### src/rtl/hvac_plant_scheduler.sv
// Shares one heating/cooling plant between N_ZONES zones.
// Picks one plant mode at a time, drives the dampers of the zones being served,
// and enforces minimum-on, minimum-off and maximum-run anti-short-cycle timing.
module hvac_plant_scheduler #(
    parameter int unsigned N_ZONES = 4,
    parameter int unsigned MIN_ON  = 8,
    parameter int unsigned MIN_OFF = 4,
    parameter int unsigned MAX_RUN = 32
) (
    input  logic               clk,
    input  logic               rst_n,
    input  logic [N_ZONES-1:0] heat_req,
    input  logic [N_ZONES-1:0] cool_req,
    output logic               heating,
    output logic               cooling,
    output logic [N_ZONES-1:0] damper,
    output logic [1:0]         state
);

    localparam int unsigned RW = $clog2(MAX_RUN + 1);
    localparam int unsigned OW = $clog2(MIN_OFF + 1);

    localparam logic [RW-1:0] C_MIN_ON_M1  = RW'(MIN_ON - 1);
    localparam logic [RW-1:0] C_MAX_RUN_M1 = RW'(MAX_RUN - 1);
    localparam logic [RW-1:0] C_MAX_RUN    = RW'(MAX_RUN);
    localparam logic [OW-1:0] C_MIN_OFF_M1 = OW'(MIN_OFF - 1);
    localparam logic [OW-1:0] C_MIN_OFF    = OW'(MIN_OFF);

    typedef enum logic [1:0] {
        S_IDLE = 2'b00,
        S_COOL = 2'b01,
        S_HEAT = 2'b10,
        S_LOCK = 2'b11
    } state_t;

    state_t             r_state;
    state_t             w_state_nxt;
    logic [RW-1:0]      r_run_cnt;
    logic [OW-1:0]      r_off_cnt;
    logic               r_last_heat;
    logic               r_heating;
    logic               r_cooling;
    logic [N_ZONES-1:0] r_damper;
    logic [N_ZONES-1:0] w_damper_nxt;

    // A zone asking for both modes at once is treated as asking for neither
    logic [N_ZONES-1:0] w_hv;
    logic [N_ZONES-1:0] w_cv;
    logic               w_any_h;
    logic               w_any_c;
    logic               w_min_done;
    logic               w_max_done;

    assign w_hv       = heat_req & ~cool_req;
    assign w_cv       = cool_req & ~heat_req;
    assign w_any_h    = |w_hv;
    assign w_any_c    = |w_cv;
    assign w_min_done = (r_run_cnt >= C_MIN_ON_M1);
    assign w_max_done = (r_run_cnt >= C_MAX_RUN_M1);

    // Next-state selection and next damper pattern
    always_comb begin
        w_state_nxt  = r_state;
        w_damper_nxt = '0;
        case (r_state)
            S_IDLE: begin
                if (w_any_h && w_any_c) begin
                    w_state_nxt = r_last_heat ? S_COOL : S_HEAT;
                end else if (w_any_h) begin
                    w_state_nxt = S_HEAT;
                end else if (w_any_c) begin
                    w_state_nxt = S_COOL;
                end
            end
            S_HEAT: begin
                if (w_min_done && (!w_any_h || (w_max_done && w_any_c))) begin
                    w_state_nxt = S_LOCK;
                end
            end
            S_COOL: begin
                if (w_min_done && (!w_any_c || (w_max_done && w_any_h))) begin
                    w_state_nxt = S_LOCK;
                end
            end
            default: begin
                if (r_off_cnt >= C_MIN_OFF_M1) begin
                    w_state_nxt = S_IDLE;
                end
            end
        endcase
        if (w_state_nxt == S_HEAT) begin
            w_damper_nxt = w_hv;
        end else if (w_state_nxt == S_COOL) begin
            w_damper_nxt = w_cv;
        end
    end

    // State register, registered plant/damper drives and run/off timers
    always_ff @(posedge clk or negedge rst_n) begin
        if (!rst_n) begin
            r_state     <= S_IDLE;
            r_heating   <= 1'b0;
            r_cooling   <= 1'b0;
            r_damper    <= '0;
            r_run_cnt   <= '0;
            r_off_cnt   <= '0;
            r_last_heat <= 1'b1;
        end else begin
            r_state   <= w_state_nxt;
            r_heating <= (w_state_nxt == S_HEAT);
            r_cooling <= (w_state_nxt == S_COOL);
            r_damper  <= w_damper_nxt;

            if ((r_state == S_IDLE) && ((w_state_nxt == S_HEAT) || (w_state_nxt == S_COOL))) begin
                r_run_cnt   <= '0;
                r_last_heat <= (w_state_nxt == S_HEAT);
            end else if (((r_state == S_HEAT) || (r_state == S_COOL)) && (r_run_cnt != C_MAX_RUN)) begin
                r_run_cnt <= r_run_cnt + RW'(1);
            end

            if (r_state != S_LOCK) begin
                r_off_cnt <= '0;
            end else if (r_off_cnt != C_MIN_OFF) begin
                r_off_cnt <= r_off_cnt + OW'(1);
            end
        end
    end

    assign heating = r_heating;
    assign cooling = r_cooling;
    assign damper  = r_damper;
    assign state   = r_state;

endmodule
### config.mk
export PLATFORM = sky130hd
export DESIGN_NAME = hvac_plant_scheduler
export DESIGN_NICKNAME = d
export VERILOG_FILES = /design/src/rtl/hvac_plant_scheduler.sv
export SDC_FILE = /design/constraint.sdc
export NUM_CORES = 1
export LEC_CHECK = 0
export CAP_MARGIN = 5
export CORE_MARGIN = 1.5
export CORE_UTILIZATION = 51
export CTS_CLUSTER_SIZE = 14
export DETAILED_ROUTE_END_ITERATION = 16
export HOLD_SLACK_MARGIN = 0.03
export PLACE_DENSITY_LB_ADDON = 0.1
export SETUP_SLACK_MARGIN = 0.1
export SYNTH_ARGS = -nofsm -noshare
export SYNTH_HDL_FRONTEND = slang
export SYNTH_SLANG_ARGS = --single-unit
### constraint.sdc
create_clock -name clk -period 3.4 [get_ports clk]
set_input_delay 0.68 -clock clk [delete_from_list [all_inputs] [get_ports clk]]
set_output_delay 0.68 -clock clk [all_outputs]
set_load 0.01 [all_outputs]
## Word-level counts from Yosys, hierarchy flattened

Index checks and enable logic that the tools add are counted.

- Add/sub/neg operators: 2
- Magnitude comparators: 3
- Equal/unequal tests: 7
- Mux-type cells: 14
- Bitwise operators: 4
- Reduce and logical (&&, ||, !) cells: 18

Operators with widths:

| cell | count |
|---|---|
| two-way mux 2 bit | 7 |
| two-way mux 6 bit | 2 |
| bitwise AND 4 bit | 2 |
| two-way mux 4 bit | 2 |
| inverter 4 bit | 2 |
| OR reduction 4 bit | 2 |
| logical AND 1 bit | 7 |
| adder 6 x 1 -> 6 bit, second input constant | 1 |
| >= comparator 6 x 3 -> 1 bit, second input constant | 1 |
| >= comparator 6 x 5 -> 1 bit, second input constant | 1 |
| two-way mux 3 bit | 2 |
| != test 6 bit, second input constant | 1 |
| one-hot mux 2 bit (3 select lines) | 1 |
| equality test 2 x 1 -> 1 bit, second input constant | 2 |
| equality test 2 bit, second input constant | 2 |
| logical OR 1 bit | 4 |
| nonzero test 2 bit | 2 |
| adder 3 x 1 -> 3 bit, second input constant | 1 |
| >= comparator 3 x 2 -> 1 bit, second input constant | 1 |
| != test 3 bit, second input constant | 1 |
| zero test 1 bit | 2 |
| zero test 2 bit | 1 |
| != test 2 bit, second input constant | 1 |

- Flip-flop bits (word level): 18
- Input bits: 10
- Output and inout port bits: 8
- Word-level logic and storage cells: 55

## Depth between registers and ports, before layout

Gate-level depths: netlist (run 1).

- Depth after elaboration: 12
- Gate-level depth with buffers: 10
- Mapped depth without buffers: 9

## Least setup slack after synthesis (run 1)

Ideal clock, no wire load.

- Kind: input -> register
- Start: input cool_req[1]
- End: register r_last_heat
- Library setup time: 82 ps
- Data arrival time: 2,742 ps
- Required time: 3,318 ps
- Setup slack: 576 ps
- Stages: 9
- Path buffers: 2
- Cells stage by stage: nor2b_4 > or4_1 > buf_2 > a221oi_2 > o32a_1 > ha_1 > nor2b_1 > clkbuf_1 > mux2_2

- Cells in the longest elaborated chain, start to end: 11
- Elaborated cells on any way between the ends: 24
- Those cells by class: eq/ne: 2; mux: 6; bitwise: 3; reduce/logical: 13

Ends and longest elaborated chain:

| element | line | text |
|---|---|---|
| start, declared | 13 | `input logic [N_ZONES-1:0] cool_req,` |
| inverter 4 bit | 54 | `assign w_hv = heat_req & ~cool_req;` |
| bitwise AND 4 bit | 54 |  |
| OR reduction 4 bit | 56 | `assign w_any_h = \|w_hv;` |
| logical AND 1 bit or zero test 1 bit (tied branches) | 81, 76 |  |
| logical OR 1 bit, on equally long branches | 81, 76 |  |
| logical AND 1 bit, on equally long branches | 81, 76 |  |
| two-way mux 2 bit, on equally long branches | 81, 76 |  |
| one-hot mux 2 bit (3 select lines) * | 65 | `case (r_state)` |
| equality test 2 bit or equality test 2 x 1 -> 1 bit (tied branches) | 114, 116 |  |
| logical OR 1 bit | 114 | `if ((r_state == S_IDLE) && ((w_state_nxt == S_HEAT) \|\| (w_state_nxt == S_COOL))) begin` |
| logical AND 1 bit | 114 |  |
| end signal, assigned | 116 | `r_last_heat <= (w_state_nxt == S_HEAT);` |
| end, declared | 40 | `logic r_last_heat;` |

Every way passes the cells marked *; elsewhere a longest branch is shown, timed or not.
A chain may end at the register's enable or synchronous reset.

## Worst setup path in the final report (run 1)

- Start: input heat_req[1]
- End: register r_last_heat

- Cells in the longest elaborated chain, start to end: 11
- Elaborated cells on any way between the ends: 24
- Those cells by class: eq/ne: 2; mux: 6; bitwise: 3; reduce/logical: 13

Ends and longest elaborated chain:

| element | line | text |
|---|---|---|
| start, declared | 12 | `input logic [N_ZONES-1:0] heat_req,` |
| inverter 4 bit | 55 | `assign w_cv = cool_req & ~heat_req;` |
| bitwise AND 4 bit | 55 |  |
| OR reduction 4 bit | 57 | `assign w_any_c = \|w_cv;` |
| zero test 1 bit or logical AND 1 bit (tied branches) | 81, 76 |  |
| logical OR 1 bit, on equally long branches | 81, 76 |  |
| logical AND 1 bit, on equally long branches | 81, 76 |  |
| two-way mux 2 bit, on equally long branches | 81, 76 |  |
| one-hot mux 2 bit (3 select lines) * | 65 |  |
| equality test 2 bit or equality test 2 x 1 -> 1 bit (tied branches) | 114, 116 |  |
| logical OR 1 bit | 114 |  |
| logical AND 1 bit | 114 |  |

Marks and branches as above.

==> summary.txt, run 1 <==
Outcome
  – Status: completed

Placement
  – Port buffer count: 17
  – Global placement routability congestion: around 0.95
  – Pre-CTS setup slack: 0.166 ns
  – Detailed Place HPWL: ~1600 um
  – Inst Count DP: between 100 and 150

Synth
  – Post-Syn Area per Cell: approximately 10 um^2
  – Synth top area cells: dfrtp_1 (40%), ha_1 (13%), nor2b_1 (4.7%)
  – Flops & latches, synth: 18
  – Post-synthesis mux area share: 1.98%
  – Post-synthesis compound-gate area fraction: ~19%
  – Post-synthesis async set-or-reset flop share: 100%
  – Commonest cells post-synth: dfrtp_1 (17), ha_1 (11), inv_1 (9)
  – Top_reg_cell synth: dfrtp_1
  – Net Count, Synth: 124
  – Area share of the largest cell type after synthesis: between 30 and 40%
  – Post-Synth Simple-Gate Area: between 10% and 20%
  – Register area share after synthesis: 42.0%
  – Top-count cell post-synth: dfrtp_1
  – Distinct cell type count after synthesis: 41
  – Largest area contributor in the netlist: dfrtp_1
  – Number of synthesized flops with an enable pin: 0
  – Synth Warn #: 0
  – XOR/XNOR share of the synthesized area: 3.26%
  – Post-Syn Area: 1080 um^2
  – Post-Syn Instances: 103
  – Adder-cell share of the synthesized area: 12.8%
  – Main combinational cell family by area after synthesis: compound AO/OA/AOI/OAI gates

STA
  – Setup TNS: 0 ns
  – Final WS setup: 0.451 ns
  – Slew margin rel.: 44.6%
  – Clock skew: 0.00299 ns
  – Final min period: just under 3 ns
  – Final slew viol count: 0
  – Count of final setup violators: 0
  – Fin. Hold Viols: 0
  – Unrepaired setup endpoints after global routing: no
  – Slew @ Worst Pin: 0.829 ns
  – Final period util: 86.7%
  – Max frequency: 339 MHz

Setup path
  – Kind of critical path: in2reg
  – Startpoint types: primary input
  – Crit. End Element: flop
  – CP max FO: 6
  – Delay-heaviest family, CP: simple AND/OR/NAND/NOR gates
  – WP data required: between 3 and 4 ns
  – Worst Path Arrival: 3.18 ns
  – Buf+Inv Stages, Crit Path: 1
  – Slowest-stage cell, CP: or4_1
  – Max stage delay on crit path: 0.65 ns
  – Critical Path, Cell by Cell: clkdlybuf4s50_1 -> nor2b_4 -> or4_1 -> a221oi_2 -> o32a_1 -> ha_1 -> nor2b_1 -> mux2_2

Floorplan
  – Die area: 2390 um^2
  – Cell Rows: 16
  – Die W: 48.9 um
  – Die height: ~49 um
  – Core area: ~2000 um^2
  – I/O Pins: 18
  – Starting density of the core: 54.3%

Clock tree
  – CTS-repair resized insts: 0
  – Sink Count: 18
  – CTS tree: done
  – H-tree depth: 1
  – TritonCTS buffer count: 3
  – Max clock buf depth: 2
  – Cts hold-fix bufs: 0
  – Worst-path clk slew: 0.10 ns
  – Worst-skew pair later-pin latency: 0.29 ns
  – Root buffer cell: clkbuf_4
  – Post-CTS Setup Bufs: 0

Final layout
  – Filler cell count in the final layout: roughly 160
  – Area grow syn2layout: 23.6%
  – # nets final: 147
  – Post-route non-filler standard cell count: 152
  – Area of the multi-input gates: 582 um^2
  – Share of cells above drive strength 1: 12.8%
  – Antenna Cells: 0
  – Sequential cell area: between 400 and 500 um^2

Job
  – Max cap viols: 0

Drt
  – Via/cell ratio: between 5 and 6
  – Detailed-route wire length per cell: 13.3 um
  – Post-route ant nets: 0
  – Total Routed Length: between 2000 and 2500 um
  – DR iter-0 viols: 30
  – Vias: 856
  – Total iterations of the first detailed-routing run: 4
  – DRC: 0

Pwr
  – Sw Pwr: 0.449 mW
  – P_int: 0.689 mW
  – PD cells: 855 nW/um^2
  – Seq pwr share: 31.7%
  – Worst vdd ir: 0.000509 V
  – Sw Share: 39.4%
  – Total power: 1.14 mW
  – Logic pwr share: between 50% and 60%
  – Leakage: 0.597 nW
  – Clock share of power: 11.6%

Global routing
  – GR Overflow Total: 0
  – Global-route wire length before repair: 3540 um
  – Largest net degree at the start of global routing: 19
  – Gr usage total: between 10% and 20%
  – Initial antenna violation count: 0
  – Number of global-route vias before repair: 862

Hold path
  – Hold Crit Class: reg2reg
## kinds of logic after synthesis
logic type / Yosys count
xor+xnor: 4
mux: 2
flops: 18
fa+ha+maj: 11
simple gates: 31
compound gates: 26
buf+inv: 11
## worst paths after layout
check,start,end,slack (ns),cells after the start
worst max-delay path,heat_req[1],r_last_heat$_DFFE_PN1P_,0.45,8
worst min-delay path,r_run_cnt[5]$_DFFE_PN0P_,r_run_cnt[5]$_DFFE_PN0P_,0.60,2
worst max register to register,r_run_cnt[0]$_DFFE_PN0P_,r_last_heat$_DFFE_PN1P_,0.59,8
worst min register to register,r_run_cnt[5]$_DFFE_PN0P_,r_run_cnt[5]$_DFFE_PN0P_,0.60,2
max in group asynchronous,rst_n,damper[0]$_DFF_PN0_,2.04,1
min in group asynchronous,rst_n,r_run_cnt[2]$_DFFE_PN0P_,0.86,1
## registers in the layout (all words and copies together) (netlist names)
name	flops
cooling	1
r_off_cnt	3
heating	1
damper	4
r_run_cnt	6
state	2
r_last_heat	1
## power groups by stage
stage	clock, mW	combinational, mW	sequential, mW
after floorplan	0	0.400	0.375
after global placement	0	0.628	0.361
after detailed placement	0	0.640	0.367
after CTS	0.135	0.645	0.362
after global routing	0.146	0.721	0.371
final	0.132	0.645	0.361
## per-stage QoR
stage / utilization, % / cell area (um^2) / hold slack [ns]
final: 67.1 / 1330 / 0.601
after global routing: 67.1 / 1330 / 0.641
after CTS: 67.1 / 1330 / 0.599
after detailed placement: 65.3 / 1290 / 0.587
after global placement: 65.3 / 1290 / 0.568
after floorplan: - / 1080 / 0.384
## worst register-to-register path: stages (launching register included)
cell and delay (ns):
dfrtp_1 0.43, ha_1 0.27, a2111oi_0 0.62, inv_1 0.14, a221oi_2 0.35, o32a_1 0.20, ha_1 0.22, nor2b_1 0.16
mux2_2 0.35
## layout by cell type, fill, tap and decap left out, drive strengths merged, types with 2 or more instances in the layout
master          n
a21boi          4
dfrtp          17
inv             9
nor2b           9
nor2            6
clkdlybuf4s50  17
o21ai           3
xor2            2
ha             11
nand2           4
or2             2
a21oi           4
nand4           2
buf             3
clkbuf          4
xnor2           2
a22o            4
## metal layers
layer,track usage [%],routed length (um)
met5,0,0
met4,9.05,31
met1,24.1,920
met2,32.6,986
met3,1.84,79
## final cells by class
type                            instances  share of cell area (%)
Inverter                                9                    2.54
Sequential cell                        18                    34.0
Clock buffer                            4                    2.73
Multi-Input combinational cell         74                    43.7
Tap cell                               27                    2.54
Timing Repair Buffer                   20                    14.5
No activity file was read; power rests on OpenSTA's default activity.
==> run 2: changes to the inputs <==
--- a/config.mk
+++ b/config.mk
@@ -5,13 +5,14 @@
 export SDC_FILE = /design/constraint.sdc
 export NUM_CORES = 1
 export LEC_CHECK = 0
+export ABC_CLOCK_PERIOD_IN_PS = 3400
 export CAP_MARGIN = 5
 export CORE_MARGIN = 1.5
 export CORE_UTILIZATION = 51
 export CTS_CLUSTER_SIZE = 14
 export DETAILED_ROUTE_END_ITERATION = 16
-export HOLD_SLACK_MARGIN = 0.03
-export PLACE_DENSITY_LB_ADDON = 0.1
+export HOLD_SLACK_MARGIN = 0.15
+export PLACE_DENSITY = 0.82
 export SETUP_SLACK_MARGIN = 0.1
 export SYNTH_ARGS = -nofsm -noshare
 export SYNTH_HDL_FRONTEND = slang
==> run 2 against run 1 <==
Compared with the run above: sequential cell count did not move; combinational power fell by 0.6%; power fell by 0.31%; critical path type is now reg2reg; via count fell by 2.1%; setup slack got worse by 0.016 ns; fmax fell by 0.53%; non-clock buffer count did not move; count of clock-buffer cells in the layout did not move; register-to-register slack got worse by 0.15 ns; hold slack improved by 0.0019 ns; largest power group unchanged.
==> summary.txt, run 2 (same netlist as run 1, synthesis figures left out) <==
Outcome
  – Status: completed

Clock tree
  – CTS-repair resized insts: 0
  – Worst-skew pair later-pin latency: 0.29 ns
  – Cts hold-fix bufs: 0
  – Max clock buf depth: 2
  – H-tree depth: 1
  – CTS tree: done
  – Post-CTS Setup Bufs: 0
  – TritonCTS buffer count: 3
  – Worst-path clk slew: 0.10 ns
  – Sink Count: 18
  – Root buffer cell: clkbuf_4

Final layout
  – # nets final: 147
  – Filler cell count in the final layout: 140
  – Area grow syn2layout: 23.6%
  – Biggest register: r_run_cnt
  – Most frequent cells in the layout: dfrtp_1 (17), clkdlybuf4s50_1 (17), ha_1 (11)
  – Max reg flops: 6
  – Post-route non-filler standard cell count: roughly 150
  – Share of cells above drive strength 1: 12.8%
  – Antenna Cells: 0

Setup path
  – Kind of critical path: reg2reg
  – R2r worst-path depth: 8
  – Max stage delay on crit path: 0.76 ns
  – Worst Path Arrival: 3.19 ns
  – CP max FO: 5
  – Crit. End Element: flop
  – Critical Path, Cell by Cell: ha_1 -> a2111oi_0 -> inv_1 -> a221oi_2 -> o32a_1 -> ha_1 -> nor2b_1 -> mux2_2
  – Delay-heaviest family, CP: compound AO/OA/AOI/OAI gates
  – Critical Path Stages: 8
  – CP dominant cell by count: ha_1
  – Startpoint types: flop
  – WP data required: 3.63 ns
  – Buf+Inv Stages, Crit Path: 1
  – Slowest-stage cell, CP: a2111oi_0

Global routing
  – Largest net degree at the start of global routing: 19
  – Global-route wire length before repair: 3640 um
  – Number of global-route vias before repair: 866
  – Initial antenna violation count: 0
  – GR Overflow Total: 0
  – Gr usage total: a little under 20%

STA
  – Unrepaired setup endpoints after global routing: no
  – Clock skew: 0.00657 ns
  – Setup TNS: 0 ns
  – Final period util: 87.2%
  – Final slew viol count: 0
  – Final WS setup: 0.435 ns
  – Fin. Hold Viols: 0
  – Count of final setup violators: 0
  – Slew @ Worst Pin: 0.793 ns
  – Final min period: 2.96 ns
  – Max frequency: around 340 MHz
  – Slew margin rel.: between 40% and 50%

Drt
  – Total Routed Length: approximately 2100 um
  – Post-route ant nets: 0
  – DRC: 0
  – Detailed-route wire length per cell: 13.6 um
  – Vias: 838
  – Via/cell ratio: 5.51
  – DR iter-0 viols: 5
  – Total iterations of the first detailed-routing run: 5

Pwr
  – PD cells: approximately 850 nW/um^2
  – Logic pwr share: 56.6%
  – Total power: ~1.1 mW
  – Sw Pwr: roughly 0.44 mW
  – Sw Share: 39.2%
  – Seq pwr share: 32.1%
  – P_int: a little under 0.7 mW
  – Worst vdd ir: 0.000529 V
  – Leakage: about 0.6 nW
  – Clock share of power: 11.3%

Floorplan
  – Die height: approximately 49 um
  – Core area: 1980 um^2
  – I/O Pins: 18
  – Die W: 48.9 um
  – Cell Rows: 16
  – Starting density of the core: 54.3%
  – Die area: 2390 um^2

Hold path
  – Hold Crit Class: reg2reg
  – Min-Delay Path Depth: 2

Placement
  – Pre-CTS setup slack: around 0.16 ns
  – Port buffer count: 17
  – Detailed Place HPWL: roughly 1600 um
  – Inst Count DP: 148
  – Global placement routability congestion: 0.899

Job
  – Max cap viols: 0
-- run 2: power groups by stage --
stage	clock network (mW)	registers, mW	logic, mW
after global routing	0.144	0.375	0.714
after floorplan	0	0.375	0.400
final	0.128	0.364	0.641
after global placement	0	0.363	0.618
after detailed placement	0	0.369	0.639
after CTS	0.133	0.365	0.644
-- run 2: cell type report --
type	instances	area, um^2	area share [%]
flip-flops and latches	18	452	34.0
multi-input cells	74	582	43.7
clock buffers	4	36.3	2.73
inverters	9	33.8	2.54
well taps	27	33.8	2.54
repair buffers	20	193	14.5
-- run 2: worst reg2reg max path, cell delays in order (launching register included) --
cell,delay [ns]
dfrtp_1,0.44
ha_1,0.28
a2111oi_0,0.76
inv_1,0.14
a221oi_2,0.35
o32a_1,0.21
ha_1,0.23
nor2b_1,0.16
mux2_2,0.35
-- run 2: final timing paths --
check	from	to	slack (ns)
worst max register to register	r_run_cnt[0]$_DFFE_PN0P_	r_last_heat$_DFFE_PN1P_	0.44
worst min register to register	r_run_cnt[5]$_DFFE_PN0P_	r_run_cnt[5]$_DFFE_PN0P_	0.60
worst max-delay path	r_run_cnt[0]$_DFFE_PN0P_	r_last_heat$_DFFE_PN1P_	0.44
min in group asynchronous	rst_n	damper[2]$_DFF_PN0_	0.83
worst min-delay path	r_run_cnt[5]$_DFFE_PN0P_	r_run_cnt[5]$_DFFE_PN0P_	0.60
max in group asynchronous	rst_n	r_run_cnt[2]$_DFFE_PN0P_	2.09
-- run 2: per-layer routing --
metal / track usage, % / up-vias / part of all wire (%)
li1: - / 421 / -
met1: 22.6 / 402 / 44
met2: 36.1 / 13 / 53
met3: 2.76 / 2 / 2.3
met4: 8.10 / 0 / 0.39
met5: 0 / - / 0
-- run 2: per-stage QoR --
step	cell area, um^2	utilization [%]	hold WS (ns)
after floorplan	1080	-	0.384
after global placement	1290	65.3	0.567
after detailed placement	1290	65.3	0.578
after CTS	1330	67.1	0.603
after global routing	1330	67.1	0.629
final	1330	67.1	0.602
==> run 3: changes to the inputs <==
--- a/config.mk
+++ b/config.mk
@@ -5,15 +5,17 @@
 export SDC_FILE = /design/constraint.sdc
 export NUM_CORES = 1
 export LEC_CHECK = 0
+export ABC_AREA = 1
 export ABC_CLOCK_PERIOD_IN_PS = 3400
 export CAP_MARGIN = 5
 export CORE_MARGIN = 1.5
-export CORE_UTILIZATION = 51
+export CORE_UTILIZATION = 52
 export CTS_CLUSTER_SIZE = 14
 export DETAILED_ROUTE_END_ITERATION = 16
 export HOLD_SLACK_MARGIN = 0.15
-export PLACE_DENSITY = 0.82
+export PLACE_DENSITY = 0.83
 export SETUP_SLACK_MARGIN = 0.1
+export SLEW_MARGIN = 20
 export SYNTH_ARGS = -nofsm -noshare
 export SYNTH_HDL_FRONTEND = slang
 export SYNTH_SLANG_ARGS = --single-unit
==> run 3 against run 2 <==
Compared with the run above: setup slack gained 0.43 ns; utilization grew 2.1 points; clock skew shrank 0.0020 ns; sequential cell count is the same; wire length grew 13%; via count grew 25%; sequential power grew 1%; critical path type is now in2reg; highest routed layer unchanged.
==> summary.txt, run 3 <==
Outcome
  – Status: completed

Placement
  – Port buffer count: 17
  – DP Area: 1360 um^2
  – Global placement routability congestion: between 0.8 and 0.9
  – Pre-CTS setup slack: roughly 0.56 ns
  – Detailed Place HPWL: 1890 um
  – Inst Count DP: 196

STA
  – Final slew viol count: 0
  – Final period util: 74.6%
  – Unrepaired setup endpoints after global routing: no
  – Clock skew: 0.00462 ns
  – Slew @ Worst Pin: just under 0.8 ns
  – Fin. Hold Viols: 0
  – Hold WS: 0.509 ns
  – Setup TNS: 0 ns
  – Slew margin rel.: 48.0%
  – Count of final setup violators: 0
  – Max frequency: approximately 400 MHz
  – Final WS setup: approximately 0.86 ns
  – Final min period: 2.54 ns

Drt
  – DR iter-0 viols: 37
  – Detailed-route wire length per cell: 11.7 um
  – Vias: 1,048
  – Total Routed Length: 2340 um
  – Via/cell ratio: roughly 5.2
  – DRC: 0
  – Post-route ant nets: 0
  – Total iterations of the first detailed-routing run: 4

Setup path
  – CP max FO: 7
  – Slowest-stage cell, CP: clkdlybuf4s50_1
  – Crit. End Element: flop
  – WP data required: between 3 and 4 ns
  – Critical Path, Cell by Cell: clkdlybuf4s50_1 -> inv_1 -> nand2_1 -> nand2_1 -> nor2_2 -> nand2_1 -> nand2_1 -> nand3_1 -> nand2_1 -> inv_2 -> a21oi_2 -> ha_1 -> nor2_1 -> inv_1 -> nand2_1 -> nand2_1 -> o21ai_0
  – Max stage delay on crit path: 0.48 ns
  – Delay-heaviest family, CP: simple AND/OR/NAND/NOR gates
  – Buf+Inv Stages, Crit Path: 4
  – CP dominant cell by count: nand2_1
  – Worst Path Arrival: 2.75 ns
  – Startpoint types: primary input
  – Kind of critical path: in2reg

Global routing
  – Met2 usage: about two fifths
  – GR Overflow Total: 0
  – Number of global-route vias before repair: 968
  – Global-route wire length before repair: approximately 4000 um
  – Largest net degree at the start of global routing: 19
  – Initial antenna violation count: 0
  – GRT met1 Usage: 23.3%
  – Met3 Track Usage GR: 2.98%
  – Gr usage total: 20.5%
  – Most used routing layer: met2

Final layout
  – Antenna Cells: 0
  – Biggest register: r_run_cnt
  – Post-route non-filler standard cell count: 200
  – Final core utilization: between 60% and 70%
  – Final Cell Area: 1400 um^2
  – Area grow syn2layout: 20.7%
  – # nets final: 195
  – Commonest non-fill, non-tap cell in the layout: nand2_1
  – Most frequent cells in the layout: nand2_1 (43), inv_1 (32), dfrtp_1 (17), clkdlybuf4s50_1 (17), ha_1 (11)
  – Share of cells above drive strength 1: 11.0%
  – Max reg flops: 6

Pwr
  – Worst vdd ir: about 0.00054 V
  – Leakage: 0.753 nW
  – PD cells: 839 nW/um^2
  – Total power: 1.18 mW

Synth
  – Distinct cell type count after synthesis: 23
  – Top_reg_cell synth: dfrtp_1
  – Post-synthesis async set-or-reset flop share: between 90% and 100%
  – Commonest cells post-synth: nand2_1 (43), inv_1 (32), dfrtp_1 (17)
  – Post-Synth Simple-Gate Area: 25.8%
  – Post-Syn Area per Cell: 7.63 um^2
  – Flops & latches, synth: 18
  – Synth top area cells: dfrtp_1 (37%), nand2_1 (14%), ha_1 (12%)
  – Main combinational cell family by area after synthesis: simple AND/OR/NAND/NOR gates
  – Adder-cell share of the synthesized area: roughly an eighth
  – Top-count cell post-synth: nand2_1
  – Number of synthesized flops with an enable pin: 0
  – Register area share after synthesis: 38.9%
  – Net Count, Synth: between 150 and 200
  – XOR/XNOR share of the synthesized area: 0.755%
  – Post-synthesis mux area share: 0%
  – Synth Warn #: 0
  – Area share of the largest cell type after synthesis: roughly 37%
  – Post-Syn Instances: about 150
  – Post-Syn Area: 1160 um^2
  – Largest area contributor in the netlist: dfrtp_1
  – Post-synthesis compound-gate area fraction: 12.0%

Clock tree
  – CTS-repair resized insts: 0
  – Post-CTS Setup Bufs: 0
  – Cts hold-fix bufs: 0
  – Sink Count: 18
  – TritonCTS buffer count: 3
  – Worst-skew pair later-pin latency: 0.29 ns
  – Root buffer cell: clkbuf_4
  – CTS tree: done
  – H-tree depth: 1
  – Max clock buf depth: 2
  – Worst-path clk slew: 0.11 ns

Floorplan
  – I/O Pins: 18
  – Cell Rows: 16
  – Die area: 2520 um^2
  – Die W: 50.2 um
  – Die height: 50.2 um
  – Core area: between 2000 and 2500 um^2
  – Starting density of the core: 57.4%

Hold path
  – Hold Crit Class: reg2reg

Job
  – Max cap viols: 0
==> run 3: changes by cell type after synthesis, sizes merged, moves of 4 or more <==
cell / delta
nand4: +4
inv: +24
o22ai: +4
o21ai: +5
nand2: +42
a21oi: +4
a22o: -4
nor2b: -9
==> run 3: per-layer routing <==
metal  routed length, um  up-vias
met5                   0        -
met3                  79        6
li1                    -      517
met1                 948      503
met2                1270       22
met4                  37        0
==> run 3: report_power, final <==
part	switching [mW]	leakage, nW	internal, mW
Combinational	0.405	0.500	0.269
Clock	0.0671	0.0210	0.0652
Sequential	0.0714	0.232	0.298
Total	0.543	0.753	0.632
==> run 3: final cells by class <==
cell class | instances | area, um^2
fillers | 178 | 622
flip-flops and latches | 18 | 452
repair buffers | 17 | 170
inverters | 33 | 124
multi-input cells | 101 | 584
clock buffers | 4 | 36.3
well taps | 27 | 33.8
==> run 3: path summary, 6_finish.rpt <==
| path | start | end | slack, ns | depth (start not counted) |
|---|---|---|---|---|
| min in group asynchronous | rst_n | cooling$_DFF_PN0_ | 0.83 | 1 |
| max in group asynchronous | rst_n | r_run_cnt[3]$_DFFE_PN0P_ | 2.08 | 1 |
| min | r_run_cnt[4]$_DFFE_PN0P_ | r_run_cnt[4]$_DFFE_PN0P_ | 0.51 | 1 |
| min reg2reg | r_run_cnt[4]$_DFFE_PN0P_ | r_run_cnt[4]$_DFFE_PN0P_ | 0.51 | 1 |
| max reg2reg | state[1]$_DFF_PN0_ | r_run_cnt[5]$_DFFE_PN0P_ | 1.10 | 12 |
| max | heat_req[2] | r_run_cnt[5]$_DFFE_PN0P_ | 0.86 | 17 |
==> run 3: kinds of logic (layout without fill, tap and decap cells) <==
family	after synthesis	count (layout)
AO/OA/AOI/OAI	22	22
XOR/XNOR	1	1
adder cells (fa/ha/maj)	11	11
buffers and inverters	33	54
flip-flops	18	18
AND/OR/NAND/NOR	67	67
